--- config.mk ---
export PLATFORM = sky130hd
export DESIGN_NAME = sdram_op_scheduler
export DESIGN_NICKNAME = d
export VERILOG_FILES = /design/src/rtl/sdram_op_scheduler.sv
export SDC_FILE = /design/constraint.sdc
export NUM_CORES = 1
export LEC_CHECK = 0
export CORE_ASPECT_RATIO = 1.5
export CORE_MARGIN = 5
export CORE_UTILIZATION = 55
export CTS_BUF_LIST = sky130_fd_sc_hd__clkbuf_8 sky130_fd_sc_hd__clkbuf_16
export DETAILED_ROUTE_END_ITERATION = 12
export GPL_TIMING_DRIVEN = 0
export PLACE_DENSITY = 0.75
export SYNTH_ARGS = -nofsm -noshare
export SYNTH_HDL_FRONTEND = slang
export SYNTH_SLANG_ARGS = --single-unit
--- constraint.sdc ---
create_clock -name CLK -period 3.1 [get_ports CLK]
set_clock_uncertainty 0.05 [all_clocks]
set_input_delay 0.775 -clock CLK [delete_from_list [all_inputs] [get_ports CLK]]
set_output_delay 0.775 -clock CLK [all_outputs]
set_load 0.01 [all_outputs]
--- src/rtl/sdram_op_scheduler.sv ---
// SDRAM operation scheduler: power-up init, refresh-debt tracking and Z3/aux
// arbitration, issuing one operation at a time over a start/done handshake.
module sdram_op_scheduler #(
  parameter int unsigned INIT_DELAY       = 5000,
  parameter int unsigned INIT_REFRESHES   = 8,
  parameter int unsigned REFRESH_INTERVAL = 195,
  parameter int unsigned URGENT_DEBT      = 4,
  parameter int unsigned OP_TIMEOUT       = 64
) (
  input  logic       CLK,
  input  logic       RESET,
  input  logic       z3_req,
  input  logic       aux_req,
  input  logic       op_done,
  output logic       op_start,
  output logic [2:0] op_sel,
  output logic       z3_gnt,
  output logic       aux_gnt,
  output logic       init_done,
  output logic [2:0] refresh_debt,
  output logic       refresh_overflow,
  output logic       op_error
);

  localparam int unsigned DLY_W  = $clog2(INIT_DELAY + 1);
  localparam int unsigned REF_W  = $clog2(INIT_REFRESHES + 1);
  localparam int unsigned INT_W  = $clog2(REFRESH_INTERVAL + 1);
  localparam int unsigned TMO_W  = $clog2(OP_TIMEOUT + 1);
  localparam int unsigned DEBT_W = 3;

  localparam logic [2:0] OP_NOP  = 3'd0;
  localparam logic [2:0] OP_PRE  = 3'd1;
  localparam logic [2:0] OP_REF  = 3'd2;
  localparam logic [2:0] OP_MODE = 3'd3;
  localparam logic [2:0] OP_Z3   = 3'd4;
  localparam logic [2:0] OP_AUX  = 3'd5;

  typedef enum logic [2:0] {
    ST_WAIT, ST_INIT_PRE, ST_INIT_REF, ST_INIT_MODE, ST_IDLE, ST_BUSY, ST_RECOVER
  } state_t;

  state_t            state, state_d;
  logic [DLY_W-1:0]  dly_cnt, dly_cnt_d;
  logic [REF_W-1:0]  ref_cnt, ref_cnt_d;
  logic [INT_W-1:0]  int_cnt, int_cnt_d;
  logic [TMO_W-1:0]  tmo_cnt, tmo_cnt_d;
  logic [DEBT_W-1:0] debt_d;
  logic              rr_aux, rr_aux_d;
  logic              op_start_d, z3_gnt_d, aux_gnt_d, init_done_d;
  logic              overflow_d, op_error_d;
  logic [2:0]        op_sel_d;
  logic              debt_inc, debt_dec, done_ok, op_active, timeout, finish, grant_aux;

  // State and output registers
  always_ff @(posedge CLK) begin
    if (RESET) begin
      state            <= ST_WAIT;
      dly_cnt          <= '0;
      ref_cnt          <= '0;
      int_cnt          <= '0;
      tmo_cnt          <= '0;
      rr_aux           <= 1'b0;
      op_start         <= 1'b0;
      op_sel           <= OP_NOP;
      z3_gnt           <= 1'b0;
      aux_gnt          <= 1'b0;
      init_done        <= 1'b0;
      refresh_debt     <= '0;
      refresh_overflow <= 1'b0;
      op_error         <= 1'b0;
    end else begin
      state            <= state_d;
      dly_cnt          <= dly_cnt_d;
      ref_cnt          <= ref_cnt_d;
      int_cnt          <= int_cnt_d;
      tmo_cnt          <= tmo_cnt_d;
      rr_aux           <= rr_aux_d;
      op_start         <= op_start_d;
      op_sel           <= op_sel_d;
      z3_gnt           <= z3_gnt_d;
      aux_gnt          <= aux_gnt_d;
      init_done        <= init_done_d;
      refresh_debt     <= debt_d;
      refresh_overflow <= overflow_d;
      op_error         <= op_error_d;
    end
  end

  // Next-state, op issue, refresh debt and timeout
  always_comb begin
    state_d     = state;
    dly_cnt_d   = dly_cnt;
    ref_cnt_d   = ref_cnt;
    int_cnt_d   = int_cnt;
    tmo_cnt_d   = tmo_cnt;
    rr_aux_d    = rr_aux;
    op_start_d  = 1'b0;
    op_sel_d    = op_sel;
    z3_gnt_d    = z3_gnt;
    aux_gnt_d   = aux_gnt;
    init_done_d = init_done;
    debt_d      = refresh_debt;
    overflow_d  = refresh_overflow;
    op_error_d  = op_error;
    debt_inc    = 1'b0;
    debt_dec    = 1'b0;
    grant_aux   = 1'b0;

    // op_done in the op_start cycle belongs to no op and is ignored
    done_ok   = op_done && !op_start;
    op_active = (state == ST_INIT_PRE) || (state == ST_INIT_REF) ||
                (state == ST_INIT_MODE) || (state == ST_BUSY);
    timeout   = op_active && !done_ok && (tmo_cnt == TMO_W'(OP_TIMEOUT - 1));
    finish    = done_ok || timeout;

    if (op_active) tmo_cnt_d = tmo_cnt + TMO_W'(1);
    if (timeout)   op_error_d = 1'b1;

    case (state)
      ST_WAIT: begin
        if (dly_cnt == DLY_W'(INIT_DELAY - 1)) begin
          state_d    = ST_INIT_PRE;
          op_start_d = 1'b1;
          op_sel_d   = OP_PRE;
          tmo_cnt_d  = '0;
        end else begin
          dly_cnt_d = dly_cnt + DLY_W'(1);
        end
      end
      ST_INIT_PRE: begin
        if (finish) begin
          state_d    = ST_INIT_REF;
          op_start_d = 1'b1;
          op_sel_d   = OP_REF;
          tmo_cnt_d  = '0;
          ref_cnt_d  = REF_W'(1);
        end
      end
      ST_INIT_REF: begin
        if (finish) begin
          op_start_d = 1'b1;
          tmo_cnt_d  = '0;
          if (ref_cnt == REF_W'(INIT_REFRESHES)) begin
            state_d  = ST_INIT_MODE;
            op_sel_d = OP_MODE;
          end else begin
            op_sel_d  = OP_REF;
            ref_cnt_d = ref_cnt + REF_W'(1);
          end
        end
      end
      ST_INIT_MODE: begin
        if (finish) begin
          state_d     = ST_IDLE;
          op_sel_d    = OP_NOP;
          init_done_d = 1'b1;
        end
      end
      ST_IDLE: begin
        if ((refresh_debt >= DEBT_W'(URGENT_DEBT)) ||
            (!z3_req && !aux_req && (refresh_debt != '0))) begin
          state_d    = ST_BUSY;
          op_start_d = 1'b1;
          op_sel_d   = OP_REF;
          tmo_cnt_d  = '0;
          debt_dec   = 1'b1;
        end else if (z3_req || aux_req) begin
          grant_aux  = aux_req && (!z3_req || rr_aux);
          state_d    = ST_BUSY;
          op_start_d = 1'b1;
          op_sel_d   = grant_aux ? OP_AUX : OP_Z3;
          tmo_cnt_d  = '0;
          z3_gnt_d   = !grant_aux;
          aux_gnt_d  = grant_aux;
          rr_aux_d   = !grant_aux;
        end
      end
      ST_BUSY: begin
        if (finish) begin
          state_d   = ST_RECOVER;
          op_sel_d  = OP_NOP;
          z3_gnt_d  = 1'b0;
          aux_gnt_d = 1'b0;
        end
      end
      ST_RECOVER: state_d = ST_IDLE;
      default:    state_d = ST_WAIT;
    endcase

    if (init_done) begin
      if (int_cnt == INT_W'(REFRESH_INTERVAL - 1)) begin
        int_cnt_d = '0;
        debt_inc  = 1'b1;
      end else begin
        int_cnt_d = int_cnt + INT_W'(1);
      end
    end

    // Simultaneous owe and pay cancel out; owing at full scale saturates
    if (debt_inc && !debt_dec) begin
      if (refresh_debt == DEBT_W'(7)) overflow_d = 1'b1;
      else                            debt_d = refresh_debt + DEBT_W'(1);
    end else if (debt_dec && !debt_inc) begin
      debt_d = refresh_debt - DEBT_W'(1);
    end
  end

endmodule

==> flow_summary_export.csv <==
group,metric,value,unit
timing,max_freq,365,MHz
yosys,ys_ff_latch,48,
route,routed_wl,4920,µm
clock_network,clock-root-buffer,"clkbuf_8",
die,rows,29,
timing,fin_crit_sh,88.5,%
power_and_ir_drop,comb_power_share,21.7,%
worst_setup_path,cp-end-kind,"flip-flop",
clock_network,htreeDepth,2,
power_and_ir_drop,p_int,0.935,mW
die,start_util,57.1,%
route,drcViolationCount,0,
worst_setup_path,startpoint_type,"primary input",
power_and_ir_drop,p_sw_share,31.6,%
yosys,syn_area,2430,µm²
clock_network,clk_path_buf_depth,2,
die,die_area,5870,µm²
route,via_count,2005,
worst_setup_path,critical_path_arrival,2.92,ns
die,ioPinCount,17,
worst_setup_path,critPathMaxFanout,5,
yosys,synth_top_area_cell,"dfxtp_1",
yosys,syn-num-nets,295,
finish,areaGrowthSynthToFinish,12.3,%
route,first_iter_violations,74,
yosys,syn_area_per_cell,8.57,µm²
worst_setup_path,crit_buf_inv,2,
timing,setup_tns,0,ns
route,postRouteAntennaNets,0,
yosys,synth_cells,283,
power_and_ir_drop,p_clk_share,28.4,%
yosys,async_reset_ff_share,0,%
worst_setup_path,cp_slowest_cell,"clkdlybuf4s50_1",
global_routing,antenna_found_initial,0,
worst_setup_path,worstPathCellList,"clkdlybuf4s50_1 -> nor2_1 -> a21o_1 -> a21oi_1 -> inv_1 -> fa_1 -> nand4b_1 -> and3_1 -> nor3_1",
worst_setup_path,crit_family,"simple AND/OR/NAND/NOR gates",
finish,fin_nets,317,
timing,worstMarginPinSlew,0.576,ns
timing,min_period,2.74,ns
global_routing,grt_max_degree,17,
yosys,synth_top_area_share,39.6,%
power_and_ir_drop,p_leak,0.987,nW
worst_setup_path,required,3.28,ns
clock_network,cts_buffers,5,
place,dpl.hpwl,3630,µm
die,coreArea,4250,µm²
power_and_ir_drop,p_sw,0.432,mW
power_and_ir_drop,p_seq_share,49.9,%
yosys,synth_edf_count,0,
timing,relSlewSlack,61.5,%
clock_network,cts_hold_buffers,0,
clock_network,clock_sinks,48,
clock_network,clk_latency,0.31,ns
yosys,ys.flop_type,"dfxtp_1",
outcome,status,"complete, no violations",
finish,final_core_util,64.2,%
clock_network,cts_setup_buffers,0,
yosys,synthTopCellsByArea,"dfxtp_1, nor2_1, xnor2_1, xor2_1, ha_1",
place,gp_congestion,0.834,
timing,rsz0062_at_grt,"no",
timing,fin_ws,0.357,ns
place,placement.io_buffers,15,
finish,drive_gt1_share,5.88,%
job,max_cap_violations,0,
power_and_ir_drop,max-vdd-ir-drop,0.458,mV
clock_network,clkSlewWorstSetupHoldPaths,0.09,ns
route,vias_per_cell,5.70,
clock_network,cts_tree,"yes",
timing,holdWs,0.432,ns
worst_hold_path,hp-class,"reg2reg",
worst_setup_path,max_stage_delay,0.55,ns
global_routing,grt_pass1_wl,8780,µm
die,chipWidth,64.2,µm
global_routing,grt_pass1_vias,1971,
yosys,yosys_warnings,0,
yosys,synth.distinct_cells,54,
timing,finalSetupViolations,0,
timing,drv_slew,0,
global_routing,grtUsageTotal,18.2,%
finish,antennaDiodeCount,0,
worst_setup_path,path_class,"in2reg",
route,avgRoutedWirePerCell,14.0,µm
route,drtPass1Iterations,4,
place,dpl_worst_slack,0.0907,ns
power_and_ir_drop,power_density,502,nW/µm²
yosys,ys_seq_area_share,39.6,%
clock_network,cts_resized,0,
die,die_h,91.3,µm
timing,hold_violations,0,
global_routing,grt_remaining_overflow,0,
kinds of logic (layout without fill, tap and decap cells):
| family | Yosys count | in the layout | synth area share (%) |
|---|---|---|---|
| AO/OA/AOI/OAI | 37 | 37 | 11.1 |
| XOR/XNOR | 26 | 26 | 9.39 |
| adder cells (fa/ha/maj) | 7 | 7 | 3.92 |
| buffers and inverters | 23 | 46 | 3.92 |
| flip-flops | 48 | 48 | 39.6 |
| multiplexers | 4 | 4 | 1.65 |
| AND/OR/NAND/NOR | 138 | 138 | 30.4 |
layout make-up:
cell class | instances | area, µm²
buffer | 12 | 53.8
clock buffer | 5 | 68.8
clock inverter | 3 | 22.5
fill | 391 | 1520
inverter | 11 | 41.3
multi-input combinational | 212 | 1370
sequential | 48 | 961
tap | 46 | 57.6
timing repair buffer | 15 | 150
sequential cells by signal (all words and copies together), names as in the netlist:
signal	cells
op_error	1
int_cnt	8
refresh_debt	3
init_done	1
dly_cnt	13
ref_cnt	4
state	3
aux_gnt	1
op_sel	3
rr_aux	1
refresh_overflow	1
op_start	1
tmo_cnt	7
z3_gnt	1
through the flow:
step           std cells  cell area (µm²)  power, mW
5_1_grt              352             2730       1.44
6_report             352             2730       1.37
4_1_cts              352             2730       1.38
2_1_floorplan        283             2430      0.917
3_5_place_dp         344             2630      0.992
3_3_place_gp         344             2630      0.985
per-layer routing:
layer | GRT usage, % | wire length [µm] | share of wire (%)
met4 | 7.13 | 97 | 2.0
met2 | 30.5 | 2520 | 51
met5 | 0 | 0 | 0
met3 | 3.83 | 128 | 2.6
met1 | 22.7 | 2170 | 44
cells in the final DEF (no fill, tap or decap), types with 2 or more instances in the layout:
cell type / netlist / layout
mux2i_1: 4 / 4
nor3_1: 15 / 15
and4b_1: 2 / 2
o31ai_1: 2 / 2
ha_1: 6 / 6
and3b_1: 2 / 2
a31oi_1: 2 / 2
nand2b_1: 5 / 5
xor2_1: 11 / 11
clkbuf_1: 9 / 9
xnor2_1: 15 / 15
nor3b_1: 2 / 2
nand3_1: 11 / 11
clkdlybuf4s50_1: 0 / 15
o21ai_0: 4 / 4
nor2_1: 41 / 41
a21oi_1: 14 / 14
and3_1: 9 / 9
nand4b_1: 3 / 3
clkbuf_8: 0 / 5
and4_1: 3 / 3
nand2_1: 18 / 18
nand4_1: 6 / 6
inv_1: 11 / 11
dfxtp_1: 48 / 48
or3_1: 3 / 3
or2_2: 2 / 2
nor4_1: 7 / 7
Yosys cell counts (all sizes together), types with 4 or more instances:
cell,instances
xor2,11
inv,11
and3,9
nand2,18
nor2,41
a21oi,14
clkbuf,9
ha,6
nor4,7
o21ai,5
dfxtp,48
nand2b,5
nand3,12
xnor2,15
nand4,7
mux2i,4
nor3,15
final timing paths:
| kind | endpoint | slack, ns | from | cells past startpoint |
|---|---|---|---|---|
| max | refresh_debt[2] | 0.36 | aux_req | 9 |
| min | op_error | 0.43 | op_error | 2 |
| max reg2reg | refresh_debt[2] | 0.52 | init_done | 9 |
| min reg2reg | op_error | 0.43 | op_error | 2 |
worst register-to-register path, stage by stage (launching register included):
cell and delay (ns):
dfxtp_1 0.34, clkbuf_1 0.26, nor4b_1 0.38, nand2_1 0.18, a21oi_1 0.24, inv_1 0.10
fa_1 0.40, nand4b_1 0.20, and3_1 0.18, nor3_1 0.18
power by group through the flow:
stage | sequential (mW) | combinational, mW | clock (mW)
floorplan | 0.692 | 0.226 | 0
global placement | 0.694 | 0.291 | 0
detailed placement | 0.696 | 0.296 | 0
CTS | 0.681 | 0.298 | 0.398
global route | 0.688 | 0.329 | 0.428
finish | 0.682 | 0.297 | 0.388
(Power assumes the default switching activity.)
